<file path="src/rtl/wb_arb_pkg.sv">
// Shared definitions for the write-back port arbiter and its result queue.
package wb_arb_pkg;

  localparam int DATA_W_DEF = 32;
  localparam int ADDR_W_DEF = 5;
  localparam int REG_ZERO   = 0;

  // Queue entry layout at default widths: {valid, addr, data}
  typedef struct packed {
    logic                  valid;
    logic [ADDR_W_DEF-1:0] addr;
    logic [DATA_W_DEF-1:0] data;
  } wb_entry_t;

endpackage

</file>
<file path="src/rtl/wb_result_fifo.sv">
// Long-latency result queue: DEPTH entries, per-entry valid bits,
// parallel address-match kill and address-compare ports for hazard checks.
module wb_result_fifo
  import wb_arb_pkg::*;
#(
  parameter int DATA_W = DATA_W_DEF,
  parameter int ADDR_W = ADDR_W_DEF,
  parameter int DEPTH  = 2
) (
  input  logic              clk,
  input  logic              rst,
  input  logic              push,
  input  logic              push_valid,
  input  logic [ADDR_W-1:0] push_addr,
  input  logic [DATA_W-1:0] push_data,
  input  logic              pop,
  input  logic              kill_en,
  input  logic [ADDR_W-1:0] kill_addr,
  input  logic [ADDR_W-1:0] cmp_a,
  input  logic [ADDR_W-1:0] cmp_b,
  output logic              full,
  output logic              empty,
  output logic              head_valid,
  output logic [ADDR_W-1:0] head_addr,
  output logic [DATA_W-1:0] head_data,
  output logic              hit_a,
  output logic              hit_b
);

  localparam int PW = (DEPTH > 1) ? $clog2(DEPTH) : 1;

  logic [PW-1:0]                 head_q, head_d, tail_q, tail_d;
  logic [PW:0]                   cnt_q, cnt_d;
  logic [DEPTH-1:0]              vld_q, vld_d;
  logic [DEPTH-1:0][ADDR_W-1:0]  addr_q;
  logic [DEPTH-1:0][DATA_W-1:0]  data_q;
  logic [DEPTH-1:0]              kill_m, hit_am, hit_bm;

  // Per-entry comparators, all entries in parallel
  for (genvar i = 0; i < DEPTH; i++) begin : g_cmp
    assign kill_m[i] = kill_en && (addr_q[i] == kill_addr);
    assign hit_am[i] = vld_q[i] && (addr_q[i] == cmp_a);
    assign hit_bm[i] = vld_q[i] && (addr_q[i] == cmp_b);
  end

  assign full       = (cnt_q == (PW+1)'(DEPTH));
  assign empty      = (cnt_q == '0);
  assign head_valid = !empty && vld_q[head_q];
  assign head_addr  = addr_q[head_q];
  assign head_data  = data_q[head_q];
  assign hit_a      = |hit_am;
  assign hit_b      = |hit_bm;

  // Next state: kill first, then pop clears the head slot, then push fills the tail
  always_comb begin
    vld_d  = vld_q & ~kill_m;
    head_d = head_q;
    tail_d = tail_q;
    cnt_d  = cnt_q;
    if (pop) begin
      vld_d[head_q] = 1'b0;
      head_d        = head_q + PW'(1);
    end
    if (push) begin
      vld_d[tail_q] = push_valid;
      tail_d        = tail_q + PW'(1);
    end
    if (push && !pop)      cnt_d = cnt_q + (PW+1)'(1);
    else if (pop && !push) cnt_d = cnt_q - (PW+1)'(1);
  end

  // Control state with synchronous reset
  always_ff @(posedge clk) begin
    if (rst) begin
      head_q <= '0;
      tail_q <= '0;
      cnt_q  <= '0;
      vld_q  <= '0;
    end else begin
      head_q <= head_d;
      tail_q <= tail_d;
      cnt_q  <= cnt_d;
      vld_q  <= vld_d;
    end
  end

  // Payload storage, written on push only
  always_ff @(posedge clk) begin
    if (push) begin
      addr_q[tail_q] <= push_addr;
      data_q[tail_q] <= push_data;
    end
  end

endmodule

</file>
<file path="src/rtl/wb_port_arbiter.sv">
// Register-file write-port arbiter between the pipeline WB stage and a
// long-latency unit. Queued long-latency results drain into idle WB slots;
// a head that keeps losing raises stall_req. Optional same-cycle bypass
// is enabled by defining WB_BYPASS_EN.
module wb_port_arbiter
  import wb_arb_pkg::*;
#(
  parameter int DATA_W       = DATA_W_DEF,
  parameter int ADDR_W       = ADDR_W_DEF,
  parameter int DEPTH        = 2,
  parameter int STARVE_LIMIT = 4
) (
  input  logic              clk,
  input  logic              rst,
  input  logic              wb_regwrite,
  input  logic [ADDR_W-1:0] wb_write_reg,
  input  logic [DATA_W-1:0] wb_data,
  input  logic              lu_valid,
  output logic              lu_ready,
  input  logic [ADDR_W-1:0] lu_write_reg,
  input  logic [DATA_W-1:0] lu_data,
  input  logic [ADDR_W-1:0] id_rs,
  input  logic [ADDR_W-1:0] id_rt,
  output logic              pending_hit,
  output logic              stall_req,
  output logic              rf_we,
  output logic [ADDR_W-1:0] rf_wa,
  output logic [DATA_W-1:0] rf_wd
);

  localparam int AGW = $clog2(STARVE_LIMIT + 1);
  localparam logic [ADDR_W-1:0] RZ = ADDR_W'(REG_ZERO);

  logic              f_full, f_empty, h_vld, hit_a, hit_b;
  logic [ADDR_W-1:0] h_addr;
  logic [DATA_W-1:0] h_data;
  logic              stall, gnt_q, gnt_p, byp, pop, push, push_valid;
  logic              kill_en, kill_head, wb_nz, lu_nz;
  logic [AGW-1:0]    age_q, age_d;

  wb_result_fifo #(
    .DATA_W(DATA_W), .ADDR_W(ADDR_W), .DEPTH(DEPTH)
  ) u_fifo (
    .clk        (clk),
    .rst        (rst),
    .push       (push),
    .push_valid (push_valid),
    .push_addr  (lu_write_reg),
    .push_data  (lu_data),
    .pop        (pop),
    .kill_en    (kill_en),
    .kill_addr  (wb_write_reg),
    .cmp_a      (id_rs),
    .cmp_b      (id_rt),
    .full       (f_full),
    .empty      (f_empty),
    .head_valid (h_vld),
    .head_addr  (h_addr),
    .head_data  (h_data),
    .hit_a      (hit_a),
    .hit_b      (hit_b)
  );

  // Grant, queue control and output muxing
  always_comb begin
    wb_nz = (wb_write_reg != RZ);
    lu_nz = (lu_write_reg != RZ);
`ifdef WB_BYPASS_EN
    byp   = lu_valid && f_empty && !wb_regwrite && lu_nz;
`else
    byp   = 1'b0;
`endif
    stall     = h_vld && (age_q >= AGW'(STARVE_LIMIT)) && wb_regwrite;
    gnt_q     = stall || (!wb_regwrite && h_vld);
    gnt_p     = wb_regwrite && !stall;
    // a killed (invalid) head leaves silently, one per cycle
    pop       = !f_empty && (gnt_q || !h_vld);
    kill_en   = gnt_p && wb_nz;
    kill_head = kill_en && h_vld && (h_addr == wb_write_reg);
    push      = !rst && lu_valid && !f_full && !byp;
    // reg-0 results and results overwritten by this cycle's pipeline write land invalid
    push_valid = lu_nz && !(kill_en && (lu_write_reg == wb_write_reg));

    rf_we       = 1'b0;
    rf_wa       = '0;
    rf_wd       = '0;
    lu_ready    = 1'b0;
    stall_req   = 1'b0;
    pending_hit = 1'b0;
    if (!rst) begin
      lu_ready    = !f_full;
      stall_req   = stall;
      pending_hit = ((id_rs != RZ) && hit_a) || ((id_rt != RZ) && hit_b);
      if (gnt_q) begin
        rf_we = (h_addr != RZ);
        rf_wa = h_addr;
        rf_wd = h_data;
      end else if (gnt_p) begin
        rf_we = wb_nz;
        rf_wa = wb_write_reg;
        rf_wd = wb_data;
      end else if (byp) begin
        rf_we = 1'b1;
        rf_wa = lu_write_reg;
        rf_wd = lu_data;
      end
    end
  end

  // Age of the current head: counts lost grants, saturating
  always_comb begin
    age_d = age_q;
    if (pop || kill_head || !h_vld)        age_d = '0;
    else if (age_q < AGW'(STARVE_LIMIT))   age_d = age_q + AGW'(1);
  end

  // Age register
  always_ff @(posedge clk) begin
    if (rst) age_q <= '0;
    else     age_q <= age_d;
  end

endmodule

</file>
<file path="config.mk">
export PLATFORM = sky130hd
export DESIGN_NAME = wb_port_arbiter
export DESIGN_NICKNAME = d
export VERILOG_FILES = /design/src/rtl/wb_arb_pkg.sv /design/src/rtl/wb_result_fifo.sv /design/src/rtl/wb_port_arbiter.sv
export SDC_FILE = /design/constraint.sdc
export NUM_CORES = 1
export LEC_CHECK = 0
export ABC_AREA = 0
export CAP_MARGIN = 20
export CORE_ASPECT_RATIO = 0.6
export CORE_MARGIN = 4
export CORE_UTILIZATION = 45
export CTS_BUF_LIST = sky130_fd_sc_hd__clkbuf_16
export CTS_CLUSTER_SIZE = 12
export DETAILED_ROUTE_END_ITERATION = 12
export PLACE_DENSITY = 0.75
export REMOVE_ABC_BUFFERS = 1
export SLEW_MARGIN = 20
export SYNTH_ARGS = -nofsm -noshare
export SYNTH_HDL_FRONTEND = slang
export SYNTH_SLANG_ARGS = --single-unit
export TNS_END_PERCENT = 100
</file>
<file path="constraint.sdc">
create_clock -name clk -period 17 [get_ports clk]
set_input_delay 3.4 -clock clk [delete_from_list [all_inputs] [get_ports clk]]
set_output_delay 3.4 -clock clk [all_outputs]
set_load 0.01 [all_outputs]
</file>
; ---- Word level (Yosys, flattened, before mapping)
; Cells that the tools add are included.
[op_classes]
addsub = 5
n_lt_le_gt_ge = 6
eq_ne = 9
n_mux = 33
bitwise_logic = 4
n_reduce_logical = 49
[ops]
columns = op, count
row1 = 32-bit two-way mux, 6
row2 = 64-bit bitwise mux, 1
row3 = 5-bit equality test, 8
row4 = 32-bit demux with 1-bit select, 1
row5 = 5-bit two-way mux, 6
row6 = 1-bit logical AND, 25
row7 = 5-bit nonzero test, 5
row8 = 10-bit bitwise mux, 1
row9 = 1-bit two-way mux, 10
row10 = 1-bit zero test, 9
row11 = 2-bit two-way mux, 4
row12 = 2-bit OR reduction, 3
row13 = 5-bit demux with 1-bit select, 1
row14 = 1-bit logical OR, 5
row15 = 2-bit AND, 2
row16 = "1-bit by 2-bit less-than comparator with 1-bit output, second input constant", 2
row17 = 2-bit inverter, 2
row18 = "3-bit by 1-bit adder with 3-bit output, second input constant", 1
row19 = "3-bit greater-or-equal comparator, second input constant", 1
row20 = "3-bit less-than comparator, second input constant", 1
row21 = "1-bit adder, second input constant", 2
row22 = "2-bit by 1-bit adder with 2-bit output, second input constant", 1
row23 = 2-bit bitwise mux, 1
row24 = 1-bit demux with 1-bit select, 2
row25 = other kinds (5), 6
[totals]
register_bits = 83
in_bits = 88
output_inout_bits = 41
elab_cells = 115

; ---- Longest topological paths before layout
[logic_depth]
ltp_word = 15
mapped_depth = 7
depth_no_buf = 6

; ---- By module
; A second synthesis with hierarchy kept.
[unflattened]
hier_cells = 289
area_unflattened_um2 = 4181.5
[modules_own_cells]
columns = module, n_inst, cells_per_inst, area_each_um2, seq_area_each_um2
row1 = wb_result_fifo, 1, 191, 3300.7, 2342.2
row2 = wb_port_arbiter, 1, 98, 880.8, 60.1

; ---- Worst setup path before layout
; Ideal clock, no wire load.
[synth_path]
path_type = input to register
from = input rst
to = register u_fifo.vld_q[0]
setup_time_ns = 0.137
arrival_time_ns = 7.851
t_required_ns = 16.863
path_slack_ns = 9.012
stages = 3
n_path_buf = 0
cell_sequence = nor4b_1 > or4b_1 > o22ai_1
[synth_between]
elab_chain_cells = 4
[synth_lines]
columns = item, line_no
row1 = from (decl), wb_port_arbiter.sv:14  ; input logic rst,
row2 = 1-bit zero test, n/a
row3 = 1-bit logical AND (2 in series), wb_port_arbiter.sv:80  ; push = !rst && lu_valid && !f_full && !byp;
row4 = 2-bit two-way mux, wb_result_fifo.sv:64  ; if (push) begin
row5 = to (signal assigned), wb_result_fifo.sv:83  ; vld_q <= vld_d;
row6 = to (decl), wb_result_fifo.sv:34  ; logic [DEPTH-1:0] vld_q, vld_d;
; Parallel ways exist; a longest one is shown, timed or not.
; A chain may end at the register's enable or synchronous reset.

; ---- Worst setup path after layout
[layout_path]
from = input wb_regwrite
to = output rf_wa[0]
[layout_between]
elab_chain_cells = 6
word_cells_on_any_way = 9
classes_between = mux (3) / reduce/logical (6)
[layout_lines]
columns = item, line_no
row1 = from (decl), wb_port_arbiter.sv:15  ; input logic wb_regwrite,
row2 = 1-bit logical AND, wb_port_arbiter.sv:73  ; stall = h_vld && (age_q >= AGW'(STARVE_LIMIT)) && wb_regwrite;
row3 = 1-bit zero test, wb_port_arbiter.sv:75  ; gnt_p = wb_regwrite && !stall;
row4 = 1-bit logical AND, wb_port_arbiter.sv:75
row5 = 5-bit two-way mux, wb_port_arbiter.sv:98  ; end else if (gnt_p) begin
row6 = 5-bit two-way mux *, wb_port_arbiter.sv:94  ; if (gnt_q) begin
row7 = 5-bit two-way mux *, wb_port_arbiter.sv:90  ; if (!rst) begin
row8 = to (decl), wb_port_arbiter.sv:27  ; output logic [ADDR_W-1:0] rf_wa,
; Mark *: on every way between the ends. The rest lies on a longest branch, timed or not.

==> impl_metrics.py <==
metrics = {
    "place": {
        "place.gp.congestion": 0.870,
        "dpl.hpwl_mm": 8.00,
        "io_buffers": 128,
        "placed_cell_area_um2": 5980,
    },
    "final_layout": {
        "fin_nets": 581,
        "diodes": 0,
        "final_area_um2": 6280,
        "drive_gt1_share_pct": 25.8,
        "final_util_pct": 62.4,
        "area_growth_pct": 32.8,
    },
    "detailed_routing": {
        "drt-total-wl_mm": 11.4,
        "firstDrtPassIters": 4,
        "post_drt_wl_per_cell_um": 18.1,
        "viasPerCell": 5.36,
        "vias": 3382,
        "detail-route-antenna-nets": 0,
        "drtIter0Drc": 264,
        "drc": 0,
    },
    "yosys": {
        "synth_top_area_share_pct": 47.0,
        "synth_xor_area_share_pct": 8.15,
        "ys_top_cells_by_count": "74 x edfxtp_1, 39 x nand2_1, 32 x mux2_2, 30 x a21oi_2, 30 x nand3_2",
        "synthTopCellsByArea": "edfxtp_1 47%, mux2_2 7.6%, nand3_2 6.4%, a21oi_2 5.6%, xnor2_1 4.6%",
        "synthAdderAreaFrac_pct": 0.529,
        "synth_edf_count": 74,
        "synth_compound_area_share_pct": 8.79,
        "yosysWarnings": 0,
        "synth_cell_types": 46,
        "netlist.top_cell.by_area": "edfxtp_1",
        "synth_area_um2": 4730,
        "synthCells": 374,
        "synth_seq_cells": 83,
        "async_reset_ff_share_pct": 0,
        "synth_most_common_cell": "edfxtp_1",
        "synthMuxAreaShare_pct": 9.16,
        "yosysSeqAreaShare_pct": 50.8,
        "synth_ff_type": "edfxtp_1",
        "synth_top_family_by_area": "simple AND/OR/NAND/NOR gates",
        "syn-mean-instance-area_um2": 12.6,
        "synthSimpleGateAreaFrac_pct": 17.4,
    },
    "power_and_ir_drop": {
        "seqPwrFrac_pct": 40.8,
        "p_leak_uw": 0.00203,
        "internal-power_uw": 440,
        "power_uw": 614,
        "p_sw_share_pct": 28.3,
        "power_density_nw_per_um2": 97.8,
        "comb_power_share_pct": 28.5,
        "switchingPower_uw": 173,
        "clock_power_share_pct": 30.7,
        "ir_worst_vdd_mv": 0.0523,
    },
    "sta": {
        "setup_viol": 0,
        "fin_crit_sh_pct": 57.2,
        "hold_viol": 0,
        "hold_slack_ns": 0.444,
        "finClkSkew_ns": 0.00795,
        "max_freq_mhz": 103,
        "worst_pin_slew_ns": 1.02,
        "maxSlewHeadroom_pct": 31.7,
        "rsz0062_at_grt": "false",
        "finalCriticalPeriod_ns": 9.73,
        "final_max_slew_viol_count": 0,
        "fin_tns_setup_ns": 0,
    },
    "setup_path": {
        "end_kind": "output port",
        "cp_max_fo": 41,
        "slowest_stage": "or3_2",
        "r2r_start": "u_fifo.cnt_q[0]",
        "cp.arrival_ns": 6.33,
        "r2r_slack_ns": 15.00,
        "slowest_delay_ns": 0.89,
        "crit_chain": "buf_2, buf_4, and2b_1, or3_2, a31oi_1, nor2_1, clkdlybuf4s50_1",
        "crit_required_ns": 13.60,
        "cp-startpoint": "wb_regwrite",
        "startpoint_type": "input pin",
        "path_class": "input pin to output port",
    },
    "clocking": {
        "clock-sinks": 83,
        "clk_latency_ns": 0.34,
        "tritoncts": "done",
        "root_buffer": "clkbuf_16",
        "ctsHtreeMaxLevel": 3,
        "ctsResizeCount": 0,
        "cts_hold_buf": 0,
        "numCtsBuffers": 9,
        "clk_pin_slew_ns": 0.06,
        "clock_path_buffers": 2,
        "post-cts-setup-buffers": 0,
    },
    "flow_run": {
        "drv_cap": 0,
    },
    "global_route": {
        "grt_pass1_wl_mm": 18.3,
        "grt.total_usage_pct": 19.1,
        "grt_pass1_vias": 3553,
        "grt_antenna_before_repair": 0,
        "grt_max_degree": 53,
        "grt_overflow": 0,
    },
    "floorplan": {
        "die-area_um2": 12300,
        "chipHeight_um": 87.4,
        "num_io_pins": 129,
        "die_w_um": 140,
        "coreArea_um2": 10100,
        "start_util_pct": 47.0,
        "row_count": 28,
    },
    "status": {
        "status": "finished, final reports clean",
    },
    "hold_path": {
        "min_from": "age_q[0]",
        "hold_class": "register to register",
    },
}
critical path, delay by kind of cell:
kind,cells,cell delay [ns]
AND/OR/NAND/NOR,3,1.51
AO/OA/AOI/OAI,1,0.28
buffers and inverters,3,1.09
worst paths after layout:
check / cells past startpoint / endpoint
hold reg to reg: 1 / age_q[0]
setup / recovery: 7 / rf_wa[0]
hold / removal: 1 / age_q[0]
setup reg to reg: 4 / u_fifo.vld_q[0]
per-layer routing:
layer,GRT usage [%],vias to the layer above,share of wire (%)
li1,-,1615,-
met1,24.9,1615,44
met2,29.7,143,45
met3,8.01,9,10
met4,4.93,0,0.85
met5,0,-,0
cell type report:
class,instances,area [um^2]
repair buffers,134,1320
inverters,1,3.75
clock inverters,7,67.6
fillers,795,3780
well taps,135,169
clock buffers,9,225
multi-input cells,262,2090
flip-flops and latches,83,2400
layout by cell type, fill, tap and decap left out, drive strengths merged, types with 2 or more instances in the layout:
cell type / Yosys / final
or3: 2 / 2
clkbuf: 6 / 9
or4b: 2 / 2
a31oi: 5 / 5
mux2i: 6 / 6
clkinv: 0 / 3
xnor2: 25 / 25
a32oi: 2 / 2
nor4: 13 / 13
nand2: 39 / 39
a21oi: 37 / 37
xor2: 19 / 19
nor3: 5 / 5
o32ai: 2 / 2
mux2: 32 / 32
or4: 3 / 3
nand3: 38 / 38
nor2: 12 / 12
nor3b: 3 / 3
dfxtp: 9 / 9
edfxtp: 74 / 74
o21ai: 3 / 3
buf: 22 / 8
and2: 2 / 2
clkdlybuf4s50: 0 / 126
o22ai: 2 / 2
ha: 2 / 2
inv: 1 / 3
flip-flops by register name (all words and copies together), names as in the netlist:
name	flops
age_q	3
u_fifo.addr_q	10
u_fifo.cnt_q	2
u_fifo.data_q	64
u_fifo.head_q	1
u_fifo.tail_q	1
u_fifo.vld_q	2
power groups by stage:
stage	Clock [uW]	Sequential (uW)	Combinational [uW]
5_1_grt	204	252	190
4_1_cts	193	250	177
2_1_floorplan	0	264	99.1
3_5_place_dp	0	255	176
3_3_place_gp	0	254	171
6_report	189	250	175
metrics by stage:
stage / std cells / setup WS, ns
6_report: 631 / 7.27
5_1_grt: 631 / 7.04
4_1_cts: 631 / 7.26
3_5_place_dp: 615 / 7.25
3_3_place_gp: 615 / 7.41
2_1_floorplan: 346 / 8.34
cell families after synthesis:
| logic type | count (synthesis) |
|---|---|
| AND/OR/NAND/NOR | 125 |
| flip-flops | 83 |
| AO/OA/AOI/OAI | 53 |
| XOR/XNOR | 44 |
| multiplexers | 38 |
| buffers and inverters | 29 |
| adder cells (fa/ha/maj) | 2 |
No activity file was read; power rests on OpenSTA's default activity.
